**src/rtl/traffic_ctrl_param.sv**
```systemverilog
// Density-driven N-road traffic light controller with emergency preemption.
// Define PED_CROSS_EN to add the pedestrian WALK phase (ped_req / ped_walk).

module traffic_ctrl_param_road #(
  parameter int NUM_LANES = 3,
  parameter int CW        = 2
) (
  input  logic [NUM_LANES-1:0] sense,
  output logic [CW-1:0]        density
);
  always_comb begin
    density = '0;
    for (int l = 0; l < NUM_LANES; l++) density = density + CW'(sense[l]);
  end
endmodule

module traffic_ctrl_param #(
  parameter int NUM_ROADS     = 4,
  parameter int NUM_LANES     = 3,
  parameter int MIN_GREEN     = 4,
  parameter int GREEN_PER_CAR = 2,
  parameter int MAX_GREEN     = 10,
  parameter int YELLOW_TIME   = 2,
  parameter int ALLRED_TIME   = 1,
  parameter int EMERG_MIN     = 3
`ifdef PED_CROSS_EN
  , parameter int PED_TIME    = 4
`endif
) (
  input  logic                           clock,
  input  logic                           clear,
`ifdef PED_CROSS_EN
  input  logic                           ped_req,
  output logic                           ped_walk,
`endif
  input  logic [NUM_ROADS*NUM_LANES-1:0] lane_sense,
  input  logic [NUM_ROADS-1:0]           emergency,
  output logic [NUM_ROADS*NUM_LANES-1:0] lane_go,
  output logic [NUM_ROADS-1:0]           yellow,
  output logic [$clog2(NUM_ROADS)-1:0]   active_road,
  output logic [2:0]                     state,
  output logic [$clog2(NUM_LANES+1)-1:0] max_density
);
  localparam int RW = $clog2(NUM_ROADS);
  localparam int CW = $clog2(NUM_LANES+1);

  function automatic int imax(input int a, input int b);
    return (a > b) ? a : b;
  endfunction

`ifdef PED_CROSS_EN
  localparam int PED_T = PED_TIME;
`else
  localparam int PED_T = 1;
`endif
  // One timer serves every phase, so size it for the longest one.
  localparam int TMAX = imax(imax(imax(MAX_GREEN, YELLOW_TIME), imax(ALLRED_TIME, EMERG_MIN)), PED_T);
  localparam int TMW  = $clog2(TMAX+1);
  localparam logic [TMW-1:0] Y_LD = TMW'(YELLOW_TIME-1);
  localparam logic [TMW-1:0] A_LD = TMW'(ALLRED_TIME-1);
  localparam logic [TMW-1:0] E_LD = TMW'(EMERG_MIN-1);
  localparam logic [TMW-1:0] W_LD = TMW'(PED_T-1);

  typedef enum logic [2:0] {
    S_IDLE = 3'd0, S_GREEN = 3'd1, S_YELLOW = 3'd2,
    S_ALLRED = 3'd3, S_EMERG = 3'd4, S_WALK = 3'd5
  } st_t;

  st_t                            st;
  logic [TMW-1:0]                 timer;
  logic [NUM_ROADS-1:0][CW-1:0]   dens;
  logic                           any_emerg, exit_now, do_sel;
  logic [RW-1:0]                  em_road, gr_road, ix;
  logic [CW-1:0]                  gr_dens;
  int                             idx;

  assign state = st;

  for (genvar r = 0; r < NUM_ROADS; r++) begin : g_road
    traffic_ctrl_param_road #(.NUM_LANES(NUM_LANES), .CW(CW)) u_road (
      .sense   (lane_sense[r*NUM_LANES +: NUM_LANES]),
      .density (dens[r])
    );
  end

  function automatic logic [NUM_ROADS*NUM_LANES-1:0] lane_mask(input logic [RW-1:0] r);
    logic [NUM_ROADS*NUM_LANES-1:0] m;
    m = '0;
    m[int'(r)*NUM_LANES +: NUM_LANES] = '1;
    return m;
  endfunction

  function automatic logic [NUM_ROADS-1:0] road_bit(input logic [RW-1:0] r);
    logic [NUM_ROADS-1:0] b;
    b = '0;
    b[r] = 1'b1;
    return b;
  endfunction

  function automatic logic [TMW-1:0] green_ld(input logic [CW-1:0] d);
    int t;
    t = MIN_GREEN + int'(d) * GREEN_PER_CAR;
    if (t > MAX_GREEN) t = MAX_GREEN;
    return TMW'(t - 1);
  endfunction

  // Rotating scan from active_road+1; strict '>' keeps the first road found on ties.
  always_comb begin
    any_emerg = |emergency;
    em_road   = '0;
    for (int r = NUM_ROADS-1; r >= 0; r--) if (emergency[r]) em_road = RW'(r);
    gr_road = active_road;
    gr_dens = '0;
    idx     = 0;
    ix      = '0;
    for (int k = 1; k <= NUM_ROADS; k++) begin
      idx = int'(active_road) + k;
      if (idx >= NUM_ROADS) idx = idx - NUM_ROADS;
      ix = RW'(idx);
      if (dens[ix] > gr_dens) begin
        gr_dens = dens[ix];
        gr_road = ix;
      end
    end
  end

  assign exit_now = (timer == '0);
  assign do_sel   = (st == S_IDLE) || (st == S_ALLRED && exit_now);

`ifdef PED_CROSS_EN
  logic ped_pend;
  always_ff @(posedge clock) begin
    if (clear)                                          ped_pend <= 1'b0;
    else if (st == S_WALK && (any_emerg || exit_now))   ped_pend <= 1'b0;
    else                                                ped_pend <= ped_pend | ped_req;
  end
`endif

  always_ff @(posedge clock) begin
    if (clear) begin
      st          <= S_IDLE;
      timer       <= '0;
      lane_go     <= '0;
      yellow      <= '0;
      active_road <= '0;
      max_density <= '0;
`ifdef PED_CROSS_EN
      ped_walk    <= 1'b0;
`endif
    end else if (do_sel) begin
      if (any_emerg) begin
        st          <= S_EMERG;
        timer       <= E_LD;
        active_road <= em_road;
        max_density <= dens[em_road];
        lane_go     <= lane_mask(em_road);
      end
`ifdef PED_CROSS_EN
      else if (st == S_ALLRED && ped_pend) begin
        st       <= S_WALK;
        timer    <= W_LD;
        ped_walk <= 1'b1;
      end
`endif
      else if (gr_dens != '0) begin
        st          <= S_GREEN;
        timer       <= green_ld(gr_dens);
        active_road <= gr_road;
        max_density <= gr_dens;
        lane_go     <= lane_mask(gr_road);
      end else begin
        st    <= S_IDLE;
        timer <= '0;
      end
    end else begin
      case (st)
        S_GREEN: begin
          // Same-road emergency keeps the lights on; any other one truncates green.
          if (emergency[active_road]) begin
            st    <= S_EMERG;
            timer <= E_LD;
          end else if (any_emerg || exit_now) begin
            st      <= S_YELLOW;
            timer   <= Y_LD;
            lane_go <= '0;
            yellow  <= road_bit(active_road);
          end else timer <= timer - TMW'(1);
        end
        S_YELLOW: begin
          if (exit_now) begin
            st     <= S_ALLRED;
            timer  <= A_LD;
            yellow <= '0;
          end else timer <= timer - TMW'(1);
        end
        S_ALLRED: timer <= timer - TMW'(1);
        S_EMERG: begin
          if (!exit_now) timer <= timer - TMW'(1);
          else if (!emergency[active_road]) begin
            st      <= S_YELLOW;
            timer   <= Y_LD;
            lane_go <= '0;
            yellow  <= road_bit(active_road);
          end
        end
`ifdef PED_CROSS_EN
        S_WALK: begin
          if (any_emerg || exit_now) begin
            st       <= S_ALLRED;
            timer    <= A_LD;
            ped_walk <= 1'b0;
          end else timer <= timer - TMW'(1);
        end
`endif
        default: begin
          st      <= S_IDLE;
          timer   <= '0;
          lane_go <= '0;
          yellow  <= '0;
        end
      endcase
    end
  end
endmodule

```
**config.mk**
```make
export PLATFORM = sky130hd
export DESIGN_NAME = traffic_ctrl_param
export DESIGN_NICKNAME = d
export VERILOG_FILES = /design/src/rtl/traffic_ctrl_param.sv
export SDC_FILE = /design/constraint.sdc
export NUM_CORES = 1
export LEC_CHECK = 0
export BUFFER_PORTS_ARGS = -buffer_cell sky130_fd_sc_hd__buf_2
export CAP_MARGIN = 20
export CORE_MARGIN = 1.5
export CORE_UTILIZATION = 45
export DETAILED_ROUTE_END_ITERATION = 16
export GPL_TIMING_DRIVEN = 1
export PLACE_DENSITY = 0.67
export SLEW_MARGIN = 20
export SYNTH_ARGS = -nofsm -noshare
export SYNTH_HDL_FRONTEND = slang
export SYNTH_SLANG_ARGS = --single-unit
```
**constraint.sdc**
```tcl
create_clock -name clock -period 11.3 [get_ports clock]
set_input_delay 1.695 -clock clock [delete_from_list [all_inputs] [get_ports clock]]
set_output_delay 1.695 -clock clock [all_outputs]
set_load 0.1 [all_outputs]
```
==> flow_metrics.tcl, run 1 <==
set metrics [dict create \
    clock_latency_ns 0.25 \
    initial_core_util_pct 46.6 \
    critPathSlowestCell "mux4_2" \
    syn-instance-count 271 \
    n_antenna_cell 0 \
    route.detailed.drc 0 \
    crit_required_ns 11.50 \
    setup.worst_path.end_class "flip-flop" \
    crit_family "simple AND/OR/NAND/NOR gates" \
    postSynthNetCount 309 \
    hold_path.class "flip-flop to flip-flop" \
    areaGrowthSynthToFinish_pct 8.99 \
    status "finished, final reports clean" \
    post_drt_wl_per_cell_um 14.8 \
    post-route-period-util_pct 56.8 \
    grt_max_degree 19 \
    postSynthAreaPerCell_um2 8.06 \
    place.gp.congestion 0.855 \
    max_stage_delay_ns 0.53 \
    core_area_mm2 0.00469 \
    die-area_mm2 0.00528 \
    hpwl_um 4050 \
    rsz0062_at_grt "no" \
    worst_slew_pin_slew_ns 0.568 \
    dr.pass1.iters 4 \
    syn_area_mm2 0.00218 \
    max_clock_freq_ghz 0.156 \
    multi_input_area_mm2 0.00155 \
    async_reset_ff_share_pct 0 \
    die_w_um 72.7 \
    cts_max_path_buffers 2 \
    cts-root-buf "clkbuf_8" \
    final_common_cell "buf_2" \
    io_pins 41 \
    synth_warnings 0 \
    cts_buffers 3 \
    setup_viol 0 \
    path_clk_slew_ns 0.07 \
    clock_sinks 19 \
    yosysSeqAreaShare_pct 17.4 \
    grt_antenna_before_repair 0 \
    globalRouteOverflowTotal 0 \
    drive_gt1_share_pct 25.3 \
    slew_headroom_pct 62.1 \
    ant_nets 0 \
    critPathMostFrequentCell "ha_1" \
    register_area_um2 380 \
    via_count 2090 \
    core.rowCount 25 \
    die_y_um 72.7 \
    grt_usage_pct 20.9 \
    critPathLaunchType "input port" \
    synth-seq-cells 19 \
    portBuffers 40 \
    critPathKind "input port to flip-flop" \
    synth.distinct_cells 69 \
    tns_ns 0 \
    postCtsSetupBuffers 0 \
    fill_cells 442 \
    clock_skew_ns 0.00165 \
    cts_tree "done" \
    grt_pass1_vias 1879 \
    worst-path-buf-inv 2 \
    synthTopCellsByArea "dfxtp_1 17%, ha_1 9.2%, mux4_2 7.2%" \
    synth_edf_count 0 \
    nets 335 \
    final_cell_mix "40 x buf_2, 32 x inv_1, 21 x a21oi_1" \
    post_cts_resized 0 \
    synth_flop_cell "dfxtp_1" \
    yosysTopAreaCellShare_pct 17.4 \
    layout_min_cycle_time_ns 6.42 \
    synth_top_area_cell "dfxtp_1" \
    routed_via_density 5.97 \
    crit_fanout 4 \
    wl_um 5190 \
    max_cap_violations 0 \
    drv_slew 0 \
    holdBufCountCts 0 \
    arrival_ns 6.62 \
    hold_viol 0 \
    first_iter_violations 156 \
    htreeDepth 1 \
    grt_pass1_wl_um 8820 \
    worstPathCellList "buf_2 > inv_1 > fa_1 > mux4_2 > ha_1 > o21bai_1 > nand3_1 > and2_1 > ha_1 > nor2b_1 > nor3_2 > a31o_2 > ha_1 > nor2b_1 > nor2_1 > o21ai_2 > ha_1 > nand2_1 > nor3b_1 > nand2_1 > o22ai_1 > a31o_1" \
]
-- flip-flops by register name (all words and copies together) (netlist names) --
| register | flops |
|---|---|
| state | 3 |
| timer | 4 |
| active_road | 2 |
| max_density | 2 |
| yellow | 4 |
| lane_go | 4 |
-- logic make-up (layout without fill, tap and decap cells) --
kind of cell,after synthesis,in the layout,synth area share [%]
and+or+nand+nor,89,89,23.1
AOI/OAI and AO/OA,76,76,24.8
buffers and inverters,53,78,11.5
adders and majority gates,20,20,12.8
DFF,19,19,17.4
muxes,10,10,8.71
xor gates and xnor gates,4,4,1.60
-- synthesized netlist by cell type (3+ instances only) --
library cell / count
o21ba_2: 3
nor2b_1: 5
nor3_1: 5
nor2_1: 16
nand2b_1: 5
ha_1: 16
nand3_1: 14
xnor2_1: 3
mux4_2: 7
o21ai_0: 8
buf_4: 9
nor4_1: 3
a22oi_1: 3
fa_1: 4
dfxtp_1: 19
o22ai_1: 4
o211ai_1: 4
inv_1: 32
clkbuf_1: 5
and2_1: 4
nand2_1: 19
o21bai_1: 4
a21oi_1: 21
-- stage by stage --
step / hold slack (ns) / util, % / worst slack [ns] / instances / area [um^2]
after floorplan: 0.565 / - / 5.24 / 271 / 2180
after CTS: 0.468 / 50.7 / 4.91 / 350 / 2380
after global routing: 0.499 / 50.7 / 4.54 / 350 / 2380
after global placement: 0.451 / 49.8 / 4.75 / 346 / 2340
final: 0.467 / 50.7 / 4.88 / 350 / 2380
after detailed placement: 0.458 / 49.8 / 4.67 / 346 / 2340
-- cell type report --
type / count / share of cell area [%]
Multi-Input combinational cell: 199 / 65.2
Sequential cell: 19 / 16.0
Timing Repair Buffer: 42 / 9.04
Inverter: 32 / 5.04
Tap cell: 54 / 2.84
Clock buffer: 4 / 1.89
-- final timing paths --
path                                     start          end  slack, ns  cells after the start
worst min-delay path                 yellow[1]    yellow[1]       0.47                      2
worst min register to register       yellow[1]    yellow[1]       0.47                      2
worst max register to register  active_road[1]  lane_go[10]       5.57                     22
worst max-delay path             lane_sense[0]  lane_go[10]       4.88                     22
-- per-layer routing --
layer / track usage [%] / vias up / part of all wire (%)
met2: 34.4 / 76 / 47
met3: 3.73 / 6 / 5.8
met1: 28.5 / 989 / 45
li1: - / 1019 / -
met5: 0 / - / 0
met4: 4.61 / 0 / 1.4
-- tightest hold or removal path, cell delays in order (launching register included) --
cell and delay (ns):
dfxtp_1 0.31, nand3_1 0.06, a21oi_1 0.05
Power of run 1 is not shown: default switching activity piles up to over one toggle a cycle in this logic, so the estimate is an artifact.
==> run 2, diff against run 1 <==
clock period = 5.95 ns   (was 11.3 ns; I/O delays follow)
==> run 2 against run 1 <==
Effect of this change:
- via count fell by 1.4%
- clock skew rose by 0.0069 ns
- worst setup slack got worse by 4.4 ns
- worst hold slack got worse by 0.0027 ns
- die area did not move
- flip-flop and latch count did not move
- utilization rose by 0.83 points
- final cell count rose by 1.4%
- global-route usage rose by 0.092 points
- cell area rose by 1.6%
- wire length rose by 3.1%
- critical path type unchanged
==> flow_metrics.tcl, run 2 (synthesis gave the netlist of run 1 again) <==
set metrics [dict create \
    final_cell_mix "40 x buf_2, 32 x inv_1, 21 x a21oi_1" \
    r2r-start "active_road[0]" \
    areaGrowthSynthToFinish_pct 10.8 \
    clock_sinks 19 \
    grt_pass1_wl_um 8610 \
    register_area_um2 380 \
    routed_via_density 5.81 \
    multi_input_area_mm2 0.00155 \
    hold_path.class "flip-flop to flip-flop" \
    dr.pass1.iters 4 \
    clock_skew_ns 0.00858 \
    ant_nets 0 \
    die_w_um 72.7 \
    first_iter_violations 142 \
    postCtsSetupBuffers 0 \
    rsz0062_at_grt "no" \
    min-delay-start "yellow[3]" \
    die_y_um 72.7 \
    fill_cells 451 \
    startpoint "lane_sense[3]" \
    portBuffers 40 \
    crit_fanout 5 \
    post_cts_resized 0 \
    holdBufCountCts 0 \
    m1WireLength_um 2520 \
    clock_latency_ns 0.27 \
    highest_layer "met4" \
    initial_core_util_pct 46.6 \
    critPathSlowestCell "fa_1" \
    dpl_cell_area_mm2 0.00237 \
    place.gp.congestion 0.913 \
    drv_slew 0 \
    cts_tree "done" \
    layout_min_cycle_time_ns 5.51 \
    route.detailed.drc 0 \
    max_cap_violations 0 \
    drive_gt1_share_pct 26.9 \
    top_regs "lane_go x4, timer x4, yellow x4" \
    wl_um 5350 \
    tns_ns 0 \
    grt_pass1_vias 1837 \
    fin_area_mm2 0.00242 \
    nets 340 \
    io_pins 41 \
    post-route-period-util_pct 92.6 \
    grt_max_degree 19 \
    cts_max_path_buffers 2 \
    max_clock_freq_ghz 0.181 \
    slew_headroom_pct 53.8 \
    grt_antenna_before_repair 0 \
    core.rowCount 25 \
    path_clk_slew_ns 0.08 \
    post_drt_wl_per_cell_um 15.1 \
    critPathKind "input port to flip-flop" \
    worst_slew_pin_slew_ns 0.684 \
    htreeDepth 1 \
    cts_buffers 3 \
    crit_required_ns 6.11 \
    wl_met3_um 208 \
    globalRouteOverflowTotal 0 \
    hpwl_um 4240 \
    die-area_mm2 0.00528 \
    crit_family "adder cells" \
    cts-root-buf "clkbuf_8" \
    worst-path-buf-inv 2 \
    via_count 2061 \
    setup_viol 0 \
    grt_usage_pct 21.0 \
    arrival_ns 5.67 \
    met2WireLength_um 2540 \
    hold_viol 0 \
    status "finished, final reports clean" \
    core_area_mm2 0.00469 \
    setup.worst_path.end_class "flip-flop" \
    critPathMostFrequentCell "ha_1" \
    max_stage_delay_ns 0.57 \
    n_antenna_cell 0 \
    final_common_cell "buf_2" \
    worstPathCellList "buf_2 > inv_1 > fa_1 > mux4_2 > ha_1 > nor2b_1 > o21ai_1 > and2_1 > ha_1 > o21bai_1 > nand2_1 > a31o_2 > ha_1 > nor2b_1 > nor2_1 > o21ai_2 > ha_1 > a21oi_1 > o21ai_0 > a32oi_2 > o22ai_1 > a31o_1" \
    critPathLaunchType "input port" \
]
[run 2: changes by cell type in the layout (fill, tap and decap cells not counted), sizes merged]
cell | previous run | this run
buf | 42 | 47
clkbuf | 4 | 3
clkinv | 0 | 1
[run 2: layout make-up]
| cell class | count | area share, % |
|---|---|---|
| multi-input combinational | 199 | 64.2 |
| inverter | 32 | 4.96 |
| clock inverter | 1 | 0.207 |
| sequential | 19 | 15.7 |
| timing repair buffer | 47 | 10.4 |
| clock buffer | 3 | 1.71 |
| tap | 54 | 2.79 |
[run 2: through the flow]
stage	hold WS (ns)	worst slack, ns	util (%)	std cells
after floorplan	0.565	0.368	-	271
after global placement	0.451	0.293	50.6	351
after detailed placement	0.456	0.182	50.6	351
after CTS	0.468	0.455	51.6	355
after global routing	0.492	0.132	51.6	355
final	0.464	0.440	51.6	355
[run 2: per-layer routing]
metal  vias up  global-route usage, %
met4         0                   7.76
met3         6                   3.87
met1       975                   27.7
met5         -                      0
li1       1028                      -
met2        52                   34.0
[run 2: worst paths after layout]
check             slack (ns)           to  cells past startpoint
setup / recovery        0.44  lane_go[10]                     22
hold / removal          0.46    yellow[3]                      2
setup reg to reg        0.81  lane_go[10]                     22
hold reg to reg         0.46    yellow[3]                      2
[run 2: worst min-delay path: stages, from the launching register on]
cell,delay [ns]
dfxtp_1,0.31
nand3_1,0.06
a21oi_1,0.05
Power of run 2 is left out for the same reason.
==> run 3, diff against run 2 <==
SYNTH_HIERARCHICAL = 1   (was default)
==> run 3 against run 2 <==
Effect of this change:
- non-clock buffer count decreased by 3
- register-to-register slack better by 0.05 ns
- utilization is 1.7 points higher
- first-iteration DRC count fell by 12%
- count of clock-buffer cells in the layout rose by 1
- via count rose by 2.1%
- critical path depth decreased by 1
- global-route usage rose by 0.14 points
- critical path type unchanged
- worst setup slack gained 0.12 ns
- fmax rose by 2.3%
- worst hold slack better by 0.0075 ns
==> flow_metrics.tcl, run 3 <==
set metrics [dict create \
    cts_buffers 3 \
    status "finished, final reports clean" \
    grt_max_degree 21 \
    fin_cells 350 \
    hpwl_um 4010 \
    final_common_cell "buf_2" \
    ir_worst_vdd_mv 0.296 \
    ant_nets 0 \
    routed_via_density 6.01 \
    synth.distinct_cells 54 \
    holdPathStages 2 \
    dr.pass1.iters 6 \
    via_count 2104 \
    max_cap_violations 0 \
    synth_flop_cell "dfxtp_1" \
    holdBufCountCts 0 \
    grt_antenna_before_repair 0 \
    place.gp.congestion 0.926 \
    grt_pass1_vias 1908 \
    post_cts_resized 0 \
    worstPathCellList "buf_2 > fa_1 > mux2_2 > or2_2 > nand2_1 > ha_1 > o21bai_1 > nand2_1 > nand2_1 > o21ai_0 > ha_1 > o21bai_1 > a2111oi_4 > nor3_1 > ha_1 > nor2b_1 > nor2_1 > o41ai_2 > or2_1 > o31a_1 > o32ai_1" \
    grt_pass1_wl_um 8940 \
    n_antenna_cell 0 \
    crit_fanout 6 \
    globalRouteMet2Util_pct 31.7 \
    first_iter_violations 125 \
    ff2ff_path_depth 20 \
    postSynthNetCount 307 \
    synth_top_area_cell "dfxtp_1" \
    path_depth 21 \
    postCtsSetupBuffers 0 \
    critPathKind "input port to flip-flop" \
    dp.cells 346 \
    core_area_mm2 0.00447 \
    die_y_um 72.2 \
    die_w_um 72.2 \
    rsz0062_at_grt "no" \
    power_switching_w 0.000472 \
    areaGrowthSynthToFinish_pct 10.6 \
    clock_latency_ns 0.25 \
    critPathSlowestCell "fa_1" \
    busiest_layer "met1" \
    hold_path.class "flip-flop to flip-flop" \
    async_reset_ff_share_pct 0 \
    tns_ns 0 \
    yosysTopAreaCellShare_pct 17.7 \
    clock_sinks 19 \
    worst_slew_pin_slew_ns 0.845 \
    syn_area_mm2 0.00215 \
    p_sw_share_pct 53.1 \
    arrival_ns 5.54 \
    syn-instance-count 270 \
    reg2reg_slack_ns 0.86 \
    cts_tree "done" \
    synth_warnings 6 \
    globalRouteOverflowTotal 0 \
    synth-seq-cells 19 \
    yosysSeqAreaShare_pct 17.7 \
    core.rowCount 24 \
    p_leak_nw 0.985 \
    setup.worst_path.end_class "flip-flop" \
    layout_min_cycle_time_ns 5.39 \
    yosysMostFrequentCell "inv_1" \
    initial_core_util_pct 48.1 \
    p_comb_share_pct 72.3 \
    clock_skew_ns 0.00294 \
    max_stage_delay_ns 0.47 \
    hold_viol 0 \
    drive_gt1_share_pct 23.8 \
    fin_util_pct 53.2 \
    slew_headroom_pct 43.2 \
    path_clk_slew_ns 0.07 \
    p_int_w 0.000417 \
    sequentialPowerShare_pct 17.5 \
    crit_required_ns 6.10 \
    setup_viol 0 \
    crit_family "compound AO/OA/AOI/OAI gates" \
    top_regs "lane_go x4, timer x4, yellow x4" \
    grt_usage_pct 21.1 \
    worst-path-buf-inv 1 \
    drv_slew 0 \
    cts_max_path_buffers 2 \
    postSynthAreaPerCell_um2 7.98 \
    gr-usage-met3_pct 3.47 \
    synth_edf_count 0 \
    cts-root-buf "clkbuf_8" \
    clkPwrFrac_pct 10.3 \
    io_pins 41 \
    die-area_mm2 0.00521 \
    post_drt_wl_per_cell_um 14.6 \
    power_density_mw_per_mm2 373 \
    nets 336 \
    htreeDepth 1 \
    route.detailed.drc 0 \
    use_met1_pct 32.6 \
    synthTopCellsByArea "dfxtp_1 18%, ha_1 8.7%, mux4_2 7.3%" \
    post-route-period-util_pct 90.5 \
    synth.cells.most_frequent "22 x inv_1, 21 x a21oi_1, 19 x dfxtp_1" \
    max_clock_freq_ghz 0.186 \
    final_cell_mix "40 x buf_2, 22 x inv_1, 21 x a21oi_1" \
    wl_um 5120 \
    critPathLaunchType "input port" \
    portBuffers 40 \
]
## run 3: cell types whose count changed after synthesis, moves of 3 or more
| cell | before | now |
|---|---|---|
| a211oi_1 | 1 | 6 |
| and2_1 | 4 | 1 |
| inv_1 | 32 | 22 |
| nand2b_1 | 5 | 9 |
| nand3_1 | 14 | 11 |
| nor3_1 | 5 | 9 |
| nor4_1 | 3 | 0 |
| o2111ai_1 | 0 | 5 |
| o21ai_0 | 8 | 18 |
| or2_2 | 1 | 4 |
## run 3: logic make-up (layout without fill, tap and decap cells)
group | count (synthesis) | count (layout) | share of synthesized area [%]
flip-flops | 19 | 19 | 17.7
AO/OA/AOI/OAI | 87 | 87 | 28.6
buffers and inverters | 42 | 70 | 9.01
multiplexers | 10 | 10 | 8.83
AND/OR/NAND/NOR | 88 | 88 | 21.4
adder cells (fa/ha/maj) | 19 | 19 | 12.4
XOR/XNOR | 5 | 5 | 2.03
## run 3: cell type report
cell class | count | area, um^2
inverters | 22 | 82.6
multi-input cells | 209 | 1580
well taps | 52 | 65.1
repair buffers | 44 | 230
flip-flops and latches | 19 | 380
clock buffers | 4 | 45.0
fillers | 444 | 2090
## run 3: layer usage
layer  wire length [um]  part of all wire [%]  vias to the layer above
li1                   -                     -                     1046
met1               2510                    49                      985
met2               2270                    44                       69
met3                316                   6.2                        4
met4                 25                  0.49                        0
met5                  0                     0                        -
## run 3: stage by stage
| stage | cell area [um^2] | power, W | hold WS [ns] | setup WS (ns) |
|---|---|---|---|---|
| 6_report | 2380 | 0.000889 | 0.472 | 0.563 |
| 5_1_grt | 2380 | 0.000967 | 0.493 | 0.203 |
| 3_5_place_dp | 2340 | 0.000795 | 0.453 | 0.332 |
| 4_1_cts | 2380 | 0.000889 | 0.469 | 0.571 |
| 2_1_floorplan | 2150 | 0.000677 | 0.464 | 0.128 |
| 3_3_place_gp | 2340 | 0.000792 | 0.458 | 0.410 |
## run 3: final timing paths
check,end,from
max,lane_go[8],lane_sense[3]
min,max_density[1],max_density[1]
max reg2reg,lane_go[8],active_road[0]
min reg2reg,max_density[1],max_density[1]
## run 3: tightest hold or removal path, delay by kind of cell (launching register included)
family / cells / cell delay [ns]
and+or+nand+nor: 1 / 0.05
AOI/OAI and AO/OA: 1 / 0.06
DFF: 1 / 0.31
## run 3: power groups by stage
stage                     combinational [W]  sequential, W   clock, W
after CTS                          0.000641       0.000155  0.0000941
final                              0.000642       0.000155  0.0000912
after global routing               0.000710       0.000158  0.0000984
after global placement             0.000635       0.000157          0
after floorplan                    0.000460       0.000217          0
after detailed placement           0.000637       0.000158          0
Note: power is estimated with default switching activity, not from simulation.
